**config.mk**
```make
export PLATFORM = sky130hd
export DESIGN_NAME = pc_sequencer
export DESIGN_NICKNAME = d
export VERILOG_FILES = /design/src/rtl/pc_sequencer.sv
export SDC_FILE = /design/constraint.sdc
export NUM_CORES = 1
export LEC_CHECK = 0
export CAP_MARGIN = 15
export CELL_PAD_IN_SITES_DETAIL_PLACEMENT = 0
export CELL_PAD_IN_SITES_GLOBAL_PLACEMENT = 1
export CORE_ASPECT_RATIO = 1.4
export CORE_MARGIN = 2
export CORE_UTILIZATION = 30
export CTS_CLUSTER_SIZE = 40
export DETAILED_ROUTE_END_ITERATION = 6
export PLACE_DENSITY = 0.85
export SLEW_MARGIN = 10
export SYNTH_ARGS = -nofsm -noshare
export SYNTH_HDL_FRONTEND = slang
export SYNTH_SLANG_ARGS = --single-unit
```
**constraint.sdc**
```tcl
create_clock -name clock_pc -period 12.2 [get_ports clock_pc]
set_input_delay 2.44 -clock clock_pc [delete_from_list [all_inputs] [get_ports clock_pc]]
set_output_delay 2.44 -clock clock_pc [all_outputs]
set_load 0.005 [all_outputs]
```
**src/rtl/pc_sequencer.sv**
```systemverilog
// Program-counter sequencer: next fetch address plus the HALT / IN / stall hold FSM.
// Optional committed-instruction counter is enabled by defining PCSEQ_RETIRE_CNT_EN.
module pc_sequencer #(
    parameter int unsigned PC_STEP = 1
) (
    input  logic        clock_pc,
    input  logic        reset,
    input  logic [31:0] pc,
    input  logic        branch_taken,
    input  logic [15:0] branch_off,
    input  logic        jump,
    input  logic [25:0] jump_target,
    input  logic        jr,
    input  logic [31:0] jr_target,
    input  logic        halt_instr,
    input  logic        in_instr,
    input  logic        in_ack,
    input  logic        stall_req,
    input  logic        resume,
    output logic [31:0] prox_end,
    output logic        halt,
    output logic [1:0]  seq_state,
    output logic        waiting_input,
    output logic [31:0] retired
);

    localparam int unsigned ADDR_W = 32;
    localparam int unsigned OFF_W  = 16;

    typedef enum logic [1:0] {
        RUN     = 2'b00,
        WAIT_IN = 2'b01,
        STALL   = 2'b10,
        HALTED  = 2'b11
    } seq_state_e;

    seq_state_e  state_q, state_d;
    logic        waiting_q, waiting_d;
    logic [ADDR_W-1:0] seq_addr;
    logic [ADDR_W-1:0] branch_sext;

    // Next fetch address, highest priority first: JR, J/JAL, taken branch, sequential.
    always_comb begin
        seq_addr    = pc + ADDR_W'(PC_STEP);
        branch_sext = {{(ADDR_W-OFF_W){branch_off[OFF_W-1]}}, branch_off};
        prox_end    = seq_addr;
        if (jr) begin
            prox_end = jr_target;
        end else if (jump) begin
            prox_end = {pc[31:26], jump_target};
        end else if (branch_taken) begin
            prox_end = seq_addr + branch_sext;
        end
    end

    // Hold decision and next state; the PC advances on the same edge a hold is released.
    always_comb begin
        state_d = state_q;
        halt    = 1'b1;
        unique case (state_q)
            RUN: begin
                halt = halt_instr | in_instr | stall_req;
                if (halt_instr) begin
                    state_d = HALTED;
                end else if (in_instr) begin
                    state_d = WAIT_IN;
                end else if (stall_req) begin
                    state_d = STALL;
                end
            end
            WAIT_IN: begin
                halt = ~in_ack;
                if (in_ack) begin
                    state_d = RUN;
                end
            end
            STALL: begin
                halt = stall_req;
                if (!stall_req) begin
                    state_d = RUN;
                end
            end
            HALTED: begin
                halt = ~resume;
                if (resume) begin
                    state_d = RUN;
                end
            end
            default: begin
                halt    = 1'b1;
                state_d = RUN;
            end
        endcase
        if (reset) begin
            halt    = 1'b1;
            state_d = RUN;
        end
        waiting_d = (state_d == WAIT_IN);
    end

    always_ff @(posedge clock_pc) begin
        if (reset) begin
            state_q   <= RUN;
            waiting_q <= 1'b0;
        end else begin
            state_q   <= state_d;
            waiting_q <= waiting_d;
        end
    end

    assign seq_state     = state_q;
    assign waiting_input = waiting_q;

`ifdef PCSEQ_RETIRE_CNT_EN
    logic [ADDR_W-1:0] retired_q, retired_d;
    logic              commit;

    // One retirement per edge on which the PC register accepts prox_end.
    always_comb begin
        commit    = ~reset & ~halt;
        retired_d = retired_q;
        if (commit) begin
            retired_d = retired_q + ADDR_W'(1);
        end
    end

    always_ff @(posedge clock_pc) begin
        if (reset) begin
            retired_q <= '0;
        end else begin
            retired_q <= retired_d;
        end
    end

    assign retired = retired_q;
`else
    assign retired = 32'h0;
`endif

endmodule

```
==> impl.org <==
** Setup path
- End of the worst register-to-register path :: waiting_input
- Endpoint type of the worst setup path :: output pin
- Endpoint of the worst setup timing path :: prox_end[31]
- Counting cells, the worst reg-to-reg path comes to 5.
- Cells along the critical path :: clkdlybuf4s50_1 > ha_1 > nand3_1 > nor3_2 > nand3_1 > xnor2_1 > ha_1 > a21oi_1 > nor3b_1 > o31ai_1 > o21a_1 > a21oi_2 > a41oi_2 > xnor2_1 > a22oi_1 > clkdlybuf4s50_1
- Required time worst endpoint :: 9.76 ns
- Data arrival time of the critical path :: 6.72 ns
- The startpoint identified for the worst register-to-register timing path is seq_state[0].
- By startpoint and endpoint, the worst setup path is classified as input port to output pin.
- The largest single stage delay on the critical path is 0.61 ns.
- Crit start category :: input port
- Register-to-register setup slack :: 11.03 ns
- For this design, the slowest cell found on the critical path is clkdlybuf4s50_1.
- In this run the worst setup path begins at pc[0].
- Along the worst path, the maximum fanout reaches 9.

** STA
- In the finished design, the share of the clock period the worst path needs comes to 0.751.
- For the pin with the worst max-slew slack, the measured transition is 1.07 ns.
- Setup repair after global routing left no endpoint under its margin.
- Clock skew on the completed layout was measured at 0.00125 ns.
- Summed over all failing endpoints, the final setup total negative slack is 0 ns.
- The number of max-slew violations in the final report was 0.
- Based on the critical path, the design can be clocked at up to 109 MHz.
- Worst hold margin :: 0.565 ns
- Final-report hold violation count :: 0
- Minimum period implied by the final worst setup slack :: 9.16 ns
- Measured against its own limit, the worst slew margin works out to 0.284.
- Final setup violating endpoints :: 0

** Clocking
- Clk root buf :: clkbuf_16
- H-Tree Level Count :: 1
- Clock tree from TritonCTS :: done
- Number of buffers added to fix hold violations after cts :: 0
- Number of setup buffers added after CTS :: 0
- Cts bufs inserted :: 3
- The clock reaches the later pin of the worst-skew pair after 0.22 ns.
- CTS saw 3 sinks.
- The clock passes through at most 2 buffers.
- In this run, post-CTS repair resized a total of 0 instances.
- Clock-pin slew was measured on the worst setup and hold paths at 0.03 ns.

** Floorplan
- Chip width :: 98 µm
- CORE AREA :: 12,200 µm²
- From bottom edge to top edge, the die measures 136 µm.
- For this configuration, the core starts out at a cell density of 0.304.
- Count of boundary I/O pins :: 184
- The die covers 13,300 µm².
- In this run the core area contains 48 standard-cell rows.

** Routing
- Across all layers, the routed design uses 4,566 vias.
- Once detail routing completed, the nets flagged for antenna violations numbered 0.
- Final routed wirelength across all metal layers :: 14,500 µm
- For this run, design rule violations remaining after detail routing come to 0.
- Number of violations reported at the end of detailed-routing iteration 0 :: 250
- Vias per Instance :: 5.46
- Number of detailed-routing iterations run before antenna repair :: 4
- Per-cell routed wire length :: 17.4 µm

** Final layout
- Synthesis-to-layout area growth :: 42.8%
- Net count reported at finish :: 843
- Number of diodes :: 0
- Measured on the finished design, the core utilization comes to 0.435.
- Share of final-layout standard cells stronger than drive strength 1 :: 0.0496

** Synth
- Of the synthesized area, sequential elements account for 0.0162.
- Of the total synthesized cell area, the portion taken by full adders, half adders and majority gates is 0.137.
- Counting flops with an async set or reset pin after synthesis yields a share of 0.
- Measured against the total synthesized area, the mux share comes to 0.0223.
- XOR/XNOR Fraction of Synth Area :: 0.132
- Post-synthesis average cell area :: 6.74 µm²
- Cell count after synthesis :: 551
- Flip-flop and latch count after synthesis :: 3
- Ranking of synthesized cells by area :: ha_1, xnor2_1, nand2_1
- Predominant post-synthesis flop cell :: dfxtp_1
- The Yosys step of the flow raised 0 warnings.
- Post-synth design cell area :: 3710 µm²
- Count of flip-flops with a built-in enable after synthesis :: 0
- After synthesis, the largest family of logic cells by area is compound AO/OA/AOI/OAI gates.
- Yosys top cell area share :: 0.131
- Largest area contributor in the synthesized netlist :: ha_1
- Of the total synthesized cell area, the portion taken by AND, OR, NAND and NOR gates is 0.266.
- Cell variety after synth :: 73
- Complex-gate fraction of the synthesized area :: 0.325

** GRT
- Global-route wire length before repair :: 23,000 µm
- Entering global routing, the biggest net connects 33 pins.
- Number of global-route vias before repair :: 4,691
- For this run the aggregate overflow at the end of global routing stands at 0.
- Initial antenna violation count :: 0
- GR Util All Layers :: 0.210

** Hold path
- Worst hold path class :: flop to flop
- The worst hold path passes through 2 cells.

** Power and ir drop
- Across the VDD grid, the largest voltage drop is 0.0523 mV.
- Power density over cell area :: 56.4 nW/µm²
- Leakage power of the design :: 2.17 nW

** Placement
- Placer congestion estimate :: 0.945
- Summed over all nets, the half-perimeter wirelength after detailed placement is 11,800 µm.
- Input and output buffers added on the ports amount to 151.

** Status
- The run finished with clean final reports.

** Job
- Across the run, the number of max-cap violations was 0.
==> kinds of logic (layout without fill, tap and decap cells) <==
kind of cell	after synthesis	in the layout
other	1	32
multiplexers	8	8
XOR/XNOR	55	55
buffers and inverters	66	170
adder cells (fa/ha/maj)	40	40
flip-flops	3	3
AO/OA/AOI/OAI	179	179
AND/OR/NAND/NOR	199	199
==> critical path, delay by kind of cell <==
| kind | cells | cell delay (ns) |
|---|---|---|
| buf+inv | 2 | 1.18 |
| compound gates | 6 | 1.12 |
| simple gates | 4 | 0.88 |
| fa+ha+maj | 2 | 0.76 |
| xor+xnor | 2 | 0.33 |
==> layout by cell type, fill, tap and decap left out, types with 5 or more instances in the layout <==
cell type / count
a211oi_1: 5
a21o_1: 17
a21oi_1: 49
a221oi_1: 5
a31oi_1: 7
and3_1: 7
clkdlybuf4s50_1: 151
conb_1: 32
ha_1: 39
inv_1: 11
mux2i_1: 6
nand2_1: 85
nand2b_1: 5
nand3_1: 11
nand4_1: 13
nor2_1: 38
nor2b_1: 6
nor3_1: 7
o211ai_1: 5
o21a_1: 5
o21ai_0: 29
o21ai_1: 5
o22ai_1: 18
o31ai_1: 6
xnor2_1: 40
xor2_1: 14
==> state kept, by name, indices dropped and copies added, names as in the netlist <==
register and flops:
waiting_input 1, seq_state 2
==> area by class of cell <==
type / count / area [µm²]
well taps: 150 / 188
inverters: 12 / 45.0
fillers: 1247 / 6890
flip-flops and latches: 3 / 60.1
multi-input cells: 513 / 3390
repair buffers: 154 / 1530
clock buffers: 4 / 78.8
==> metal layers <==
layer / up-vias / routed length, µm / global-route usage
li1: 2227 / - / -
met1: 2098 / 5490 / 0.231
met2: 207 / 7710 / 0.412
met3: 34 / 845 / 0.0201
met4: 0 / 465 / 0.0764
met5: - / 0 / 0
==> how the worst min path moves through the flow <==
stage                       startpoint            to  slack [ns]
after floorplan           seq_state[1]  seq_state[1]        0.52
after global placement    seq_state[1]  seq_state[1]        0.53
after detailed placement  seq_state[1]  seq_state[1]        0.55
after CTS                 seq_state[1]  seq_state[1]        0.56
after global routing      seq_state[1]  seq_state[1]        0.60
final                     seq_state[1]  seq_state[1]        0.56
==> stage by stage <==
stage          setup slack, ns  std cells  total power [mW]  cell area, µm²
4_1_cts                   3.10        836             0.299            5300
5_1_grt                   2.65        836             0.323            5300
3_5_place_dp              3.12        832             0.245            5220
6_report                  3.04        836             0.299            5300
3_3_place_gp              3.23        832             0.242            5220
2_1_floorplan             4.80        582             0.150            3830
==> cells in the mapped netlist (all sizes together), types with 3 or more instances <==
| library cell | n |
|---|---|
| a211oi | 6 |
| a21o | 17 |
| a21oi | 53 |
| a221oi | 6 |
| a31oi | 8 |
| and2 | 3 |
| and3 | 7 |
| and4 | 4 |
| buf | 39 |
| clkbuf | 15 |
| dfxtp | 3 |
| ha | 39 |
| inv | 12 |
| mux2i | 6 |
| nand2 | 85 |
| nand2b | 5 |
| nand3 | 13 |
| nand4 | 14 |
| nor2 | 38 |
| nor2b | 6 |
| nor3 | 10 |
| nor3b | 3 |
| nor4 | 3 |
| o211ai | 5 |
| o21a | 5 |
| o21ai | 35 |
| o21bai | 3 |
| o221ai | 3 |
| o22ai | 18 |
| o31ai | 7 |
| or3 | 3 |
| xnor2 | 41 |
| xor2 | 14 |
==> where the power goes <==
group	total (mW)	switching, mW	internal (mW)
sequential	0.0122	0.00112	0.0111
clock	0.0513	0.00820	0.0431
combinational	0.235	0.117	0.118
total	0.299	0.127	0.172
No activity file was read; power rests on OpenSTA's default activity.
